<file path="src/rtl/dma_pkg.sv">
// Shared types and widths for the DMA halt arbiter.
package dma_pkg;

  localparam int ADDR_W = 16;
  localparam int DATA_W = 8;

  typedef enum logic [2:0] {
    IDLE      = 3'd0,
    HALT_WAIT = 3'd1,
    XFER      = 3'd2,
    DRAIN     = 3'd3,
    RELEASE   = 3'd4
  } state_t;

endpackage

</file>
<file path="src/rtl/dma_read_pipe.sv">
// Tracks outstanding DMA reads and captures each returning byte with its index.
// Bit i of vld_p is set when a read was issued i+1 cycles ago. The top bit
// is the dma_valid strobe. The bit below it marks the read whose data is on
// mem_rdata in the current cycle. For MEM_LAT=1 that read is the one being
// issued now.
module dma_read_pipe
  import dma_pkg::*;
#(
  parameter int MEM_LAT = 1
) (
  input  logic              clk,
  input  logic              reset,
  input  logic              clear,
  input  logic              issue,
  input  logic [DATA_W-1:0] mem_rdata,
  output logic              pending,
  output logic              dma_valid,
  output logic [DATA_W-1:0] dma_data,
  output logic [7:0]        dma_idx
);

  logic [MEM_LAT-1:0] vld_p;
  logic               arrive;
  logic [7:0]         idx_cnt;

  generate
    if (MEM_LAT == 1) begin : g_lat1
      assign arrive  = issue;
      assign pending = 1'b0;
    end else begin : g_latn
      assign arrive  = vld_p[MEM_LAT-2];
      assign pending = |vld_p[MEM_LAT-2:0];
    end
  endgenerate

  assign dma_valid = vld_p[MEM_LAT-1];

  // Shift the outstanding-read markers one step per cycle.
  always_ff @(posedge clk or posedge reset) begin
    if (reset) begin
      vld_p <= '0;
    end else begin
      vld_p <= (vld_p << 1) | MEM_LAT'(issue);
    end
  end

  // Capture the arriving byte and number it within the current transfer.
  always_ff @(posedge clk or posedge reset) begin
    if (reset) begin
      dma_data <= '0;
      dma_idx  <= '0;
      idx_cnt  <= '0;
    end else if (clear) begin
      idx_cnt <= '0;
    end else if (arrive) begin
      dma_data <= mem_rdata;
      dma_idx  <= idx_cnt;
      idx_cnt  <= idx_cnt + 8'd1;
    end
  end

endmodule

</file>
<file path="src/rtl/dma_halt_arbiter.sv">
// Halts the 6502 on a DMA request and lets it settle. It then streams
// sequential reads from memory to the consumer and hands the bus back.
module dma_halt_arbiter
  import dma_pkg::*;
#(
  parameter int HALT_SETTLE = 2,
  parameter int MEM_LAT     = 1
) (
  input  logic              clk,
  input  logic              reset,
  input  logic [ADDR_W-1:0] cpu_ab,
  input  logic              cpu_we,
  input  logic [DATA_W-1:0] cpu_do,
  output logic [DATA_W-1:0] cpu_di,
  output logic              halt_b,
  output logic [ADDR_W-1:0] mem_addr,
  output logic              mem_we,
  output logic [DATA_W-1:0] mem_wdata,
  input  logic [DATA_W-1:0] mem_rdata,
  input  logic              dma_req,
  input  logic [ADDR_W-1:0] dma_base,
  input  logic [7:0]        dma_len,
  output logic              dma_busy,
  output logic              dma_valid,
  output logic [DATA_W-1:0] dma_data,
  output logic [7:0]        dma_idx,
  output logic              dma_done
);

  localparam logic [3:0] SETTLE_INIT = 4'(HALT_SETTLE - 1);

  state_t            state, state_nx;
  logic [ADDR_W-1:0] addr_q;
  logic [8:0]        remain_q;
  logic [3:0]        settle_q;
  logic              start;
  logic              issue;
  logic              pending;
  logic              dma_own;

  // Next-state and per-state outputs.
  always_comb begin
    state_nx = state;
    start    = 1'b0;
    issue    = 1'b0;
    halt_b   = 1'b1;
    dma_busy = 1'b1;
    dma_done = 1'b0;
    dma_own  = 1'b0;
    case (state)
      IDLE: begin
        dma_busy = 1'b0;
        if (dma_req) begin
          start    = 1'b1;
          state_nx = HALT_WAIT;
        end
      end
      HALT_WAIT: begin
        halt_b = 1'b0;
        if (settle_q == 4'd0) state_nx = XFER;
      end
      XFER: begin
        halt_b  = 1'b0;
        dma_own = 1'b1;
        issue   = 1'b1;
        if (remain_q == 9'd1) state_nx = DRAIN;
      end
      DRAIN: begin
        halt_b  = 1'b0;
        dma_own = 1'b1;
        if (!pending) state_nx = RELEASE;
      end
      RELEASE: begin
        dma_done = 1'b1;
        state_nx = IDLE;
      end
      default: state_nx = IDLE;
    endcase
  end

  // State register.
  always_ff @(posedge clk or posedge reset) begin
    if (reset) state <= IDLE;
    else       state <= state_nx;
  end

  // Settle countdown and remaining-byte count.
  always_ff @(posedge clk or posedge reset) begin
    if (reset) begin
      settle_q <= '0;
      remain_q <= '0;
    end else if (start) begin
      settle_q <= SETTLE_INIT;
      remain_q <= (dma_len == 8'd0) ? 9'd256 : {1'b0, dma_len};
    end else begin
      if (state == HALT_WAIT && settle_q != 4'd0) settle_q <= settle_q - 4'd1;
      if (issue && remain_q != 9'd1)              remain_q <= remain_q - 9'd1;
    end
  end

  // DMA address counter. It wraps at 16 bits and holds the last address in DRAIN.
  always_ff @(posedge clk) begin
    if (start)                          addr_q <= dma_base;
    else if (issue && remain_q != 9'd1) addr_q <= addr_q + 16'd1;
  end

  // Bus mux. The DMA side never writes.
  assign mem_addr  = dma_own ? addr_q : cpu_ab;
  assign mem_we    = dma_own ? 1'b0   : cpu_we;
  assign mem_wdata = dma_own ? '0     : cpu_do;
  assign cpu_di    = mem_rdata;

  dma_read_pipe #(
    .MEM_LAT (MEM_LAT)
  ) u_read_pipe (
    .clk       (clk),
    .reset     (reset),
    .clear     (start),
    .issue     (issue),
    .mem_rdata (mem_rdata),
    .pending   (pending),
    .dma_valid (dma_valid),
    .dma_data  (dma_data),
    .dma_idx   (dma_idx)
  );

endmodule

</file>
<file path="config.mk">
export PLATFORM = sky130hd
export DESIGN_NAME = dma_halt_arbiter
export DESIGN_NICKNAME = d
export VERILOG_FILES = /design/src/rtl/dma_pkg.sv /design/src/rtl/dma_read_pipe.sv /design/src/rtl/dma_halt_arbiter.sv
export SDC_FILE = /design/constraint.sdc
export NUM_CORES = 1
export LEC_CHECK = 0
export ABC_AREA = 1
export ABC_CLOCK_PERIOD_IN_PS = 2530
export BUFFER_PORTS_ARGS = -buffer_cell sky130_fd_sc_hd__buf_2
export CAP_MARGIN = 15
export CORE_ASPECT_RATIO = 1.25
export CORE_MARGIN = 3
export CORE_UTILIZATION = 25
export DETAILED_ROUTE_END_ITERATION = 6
export PLACE_DENSITY_LB_ADDON = 0.05
export SLEW_MARGIN = 40
export SYNTH_ARGS = -nofsm -noshare
export SYNTH_HDL_FRONTEND = slang
export SYNTH_SLANG_ARGS = --single-unit
</file>
<file path="constraint.sdc">
create_clock -name clk -period 2.53 [get_ports clk]
set_input_delay 0 -clock clk [delete_from_list [all_inputs] [get_ports clk]]
set_output_delay 0 -clock clk [all_outputs]
set_load 0.01 [all_outputs]
</file>
==> results.cfg <==
[placed_design]
gp_congestion = 0.841
port_buffers = 112
dp_hpwl_mm = 7.44
post_dp_cell_area_um2 = 4120
dp_slack_ns = 0.605

[synthesis]
yosys_register_bits = 57
yosysTopAreaCell = dfrtp_1
synthArstFlopShare_pct = 71.9
netlist_instances = 487
synth_common_cells = nand2_1 (192), inv_1 (49), nor2_1 (46)
yosys-top-cells-area = dfrtp_1 (30%), nand2_1 (21%), edfxtp_1 (14%), o21ai_0 (6.4%), inv_1 (5.3%)
yosysUniqueCellTypes = 26
syn_avg_cell_area_um2 = 7.07
yosysWarnings = 0
synth_top_area_share_pct = 29.8
syn_area_um2 = 3440
synth_edf_count = 16
ys_seq_area_share_pct = 43.7
synth-main-ff-cell = dfrtp_1
syn-num-nets = 553
synthMostInstantiatedCell = nand2_1

[setup_path]
cp-end-kind = register
crit_start = state[0]
worstPathArrival_ns = 1.93
worstPathRequired_ns = 2.58
rr_startpoint = state[0]
path_class = register to register
startpoint_type = register
path_max_fanout = 34

[power_and_ir_drop]
swShare_pct = 22.0
combPwrFrac_pct = 5.6
cellPowerDensity_nw_per_um2 = 491
internal_power_w = 0.00181
switchingPower_w = 0.000511
p_seq_share_pct = 41.1
peakVddDrop_v = 0.000293
p_leak_nw = 2.43
clkPwrFrac_pct = 53.3

[floorplanning]
die_area_um2 = 15200
die_w_um = 111
start_util_pct = 25.8
io-pin-count = 113
dieHeight_um = 137
num_rows = 47
coreArea_um2 = 13300

[timing]
fin_crit_ns = 1.88
hold_ws_ns = 0.000122
max_freq_mhz = 532
setup_viol = 0
fin_crit_sh_pct = 74.3
finalClockSkew_ns = 0.00497
slew_headroom_pct = 49.5
setup_slack_ns = 0.651
rsz0062_at_grt = false
finalHoldViolCount = 0
tightest_slew_ns = 0.757
maxSlewViolCount = 0
tns_ns = 0

[grt]
gr-total-overflow = 0
grt_usage_pct = 13.4
antenna_found_initial = 0
grt_max_degree = 35
grt_pass1_wl_mm = 16.4
grt_pass1_vias = 3339

[clocking]
post_cts_resize_count = 0
cts.reportedPaths.clkPinSlew_ns = 0.05
clock_latency_ns = 0.33
cts_buffer_depth = 2
post_cts_buffers = 0
cts_tree = done
clock-sinks = 57
cts_buffers = 9
clockRootBuffer = clkbuf_16
cts-htree-levels = 3

[route]
routedWlPerCell_um = 12.5
viasPerCell = 4.26
antenna_left = 0
drt_pass1_iterations = 4
route.detailed.drc = 0
vias = 3406
drtIter0Drc = 83
routed_wirelength_mm = 9.98

[layout]
antenna_cells = 0
syn_to_final_growth_pct = 37.2
layout.nets = 689
layout-drive-gt1-share_pct = 23.4
nFillCells = 1422
final_area_um2 = 4720
final_util_pct = 35.4

[run]
max-cap-violations = 0

[status]
status = completed

[worst_hold_path]
hold_path.class = input pin to register
hold_path_startpoint = dma_len[6]
## placed cells by master, fill, tap and decap left out
cell / n
a21oi_1: 4
buf_2: 112
buf_4: 6
clkbuf_16: 11
clkinv_2: 2
clkinvlp_4: 1
dfrtp_1: 41
dlygate4sd3_1: 30
edfxtp_1: 16
ha_1: 6
inv_1: 49
inv_2: 5
inv_4: 1
inv_6: 1
nand2_1: 192
nand2_4: 2
nand3_1: 26
nand3_2: 2
nand3b_1: 1
nand4_1: 8
nor2_1: 46
nor2_2: 3
nor3_1: 5
o21a_1: 1
o21ai_0: 44
o21ai_1: 3
o22ai_1: 1
or2_2: 1
xnor2_1: 2
xor2_1: 6
## critical path, cell delays in order (launching register included)
cell and delay (ns):
dfrtp_1 0.46, nor2_2 0.17, nand3_2 0.25, inv_2 0.54, o21ai_0 0.17
## metrics by stage
step / instances / total power, W
floorplan: 487 / 0.00101
global placement: 753 / 0.00107
detailed placement: 753 / 0.00107
CTS: 799 / 0.00237
global route: 799 / 0.00241
finish: 799 / 0.00232
## repair_timing
action	4_1_cts	5_1_grt
hold buffers	30	0
setup endpoints to repair	0	0
endpoints found under the hold margin	45	0
## power by group through the flow
stage	Combinational [W]	Sequential (W)	Clock, W
2_1_floorplan	0.0000319	0.000973	0
3_3_place_gp	0.0000990	0.000970	0
3_5_place_dp	0.0000986	0.000970	0
4_1_cts	0.000135	0.000953	0.00128
5_1_grt	0.000146	0.000953	0.00131
6_report	0.000131	0.000953	0.00124
## metal layers
layer | track usage (%) | routed length [um] | vias to the layer above | share of wire [%]
met5 | 0 | 0 | - | 0
met4 | 5.48 | 163 | 0 | 1.6
met3 | 2.50 | 507 | 10 | 5.1
met2 | 24.0 | 4980 | 87 | 50
met1 | 16.0 | 4340 | 1517 | 43
li1 | - | - | 1792 | -
## logic make-up after synthesis
family | synth area share (%)
buffers and inverters | 10.2
DFF | 43.7
xor gates and xnor gates | 2.03
AOI/OAI and AO/OA | 7.81
adders and majority gates | 2.18
and+or+nand+nor | 34.1
## path summary, 6_finish.rpt
path / endpoint / slack, ns / cells after the start
setup / recovery: addr_q[8] / 0.65 / 4
hold / removal: remain_q[6] / 0.0001 / 5
setup reg to reg: addr_q[8] / 0.65 / 4
hold reg to reg: u_read_pipe.dma_data[4] / 0.47 / 2
max in group asynchronous: u_read_pipe.dma_data[1] / 1.47 / 4
min in group asynchronous: u_read_pipe.idx_cnt[6] / 0.35 / 3
## registers in the layout (all words and copies together) (netlist names)
name / cells
state: 3
u_read_pipe.dma_data: 8
u_read_pipe.dma_idx: 8
addr_q: 16
remain_q: 9
settle_q: 4
u_read_pipe.dma_valid: 1
u_read_pipe.idx_cnt: 8
## final cells by class
cell class | count | area (um2) | share of cell area [%]
multi-input combinational | 353 | 1590 | 33.6
tap | 171 | 214 | 4.53
inverter | 54 | 203 | 4.29
clock buffer | 11 | 275 | 5.83
clock inverter | 5 | 32.5 | 0.689
timing repair buffer | 148 | 906 | 19.2
sequential | 57 | 1510 | 31.9
No activity file was read; power rests on OpenSTA's default activity.
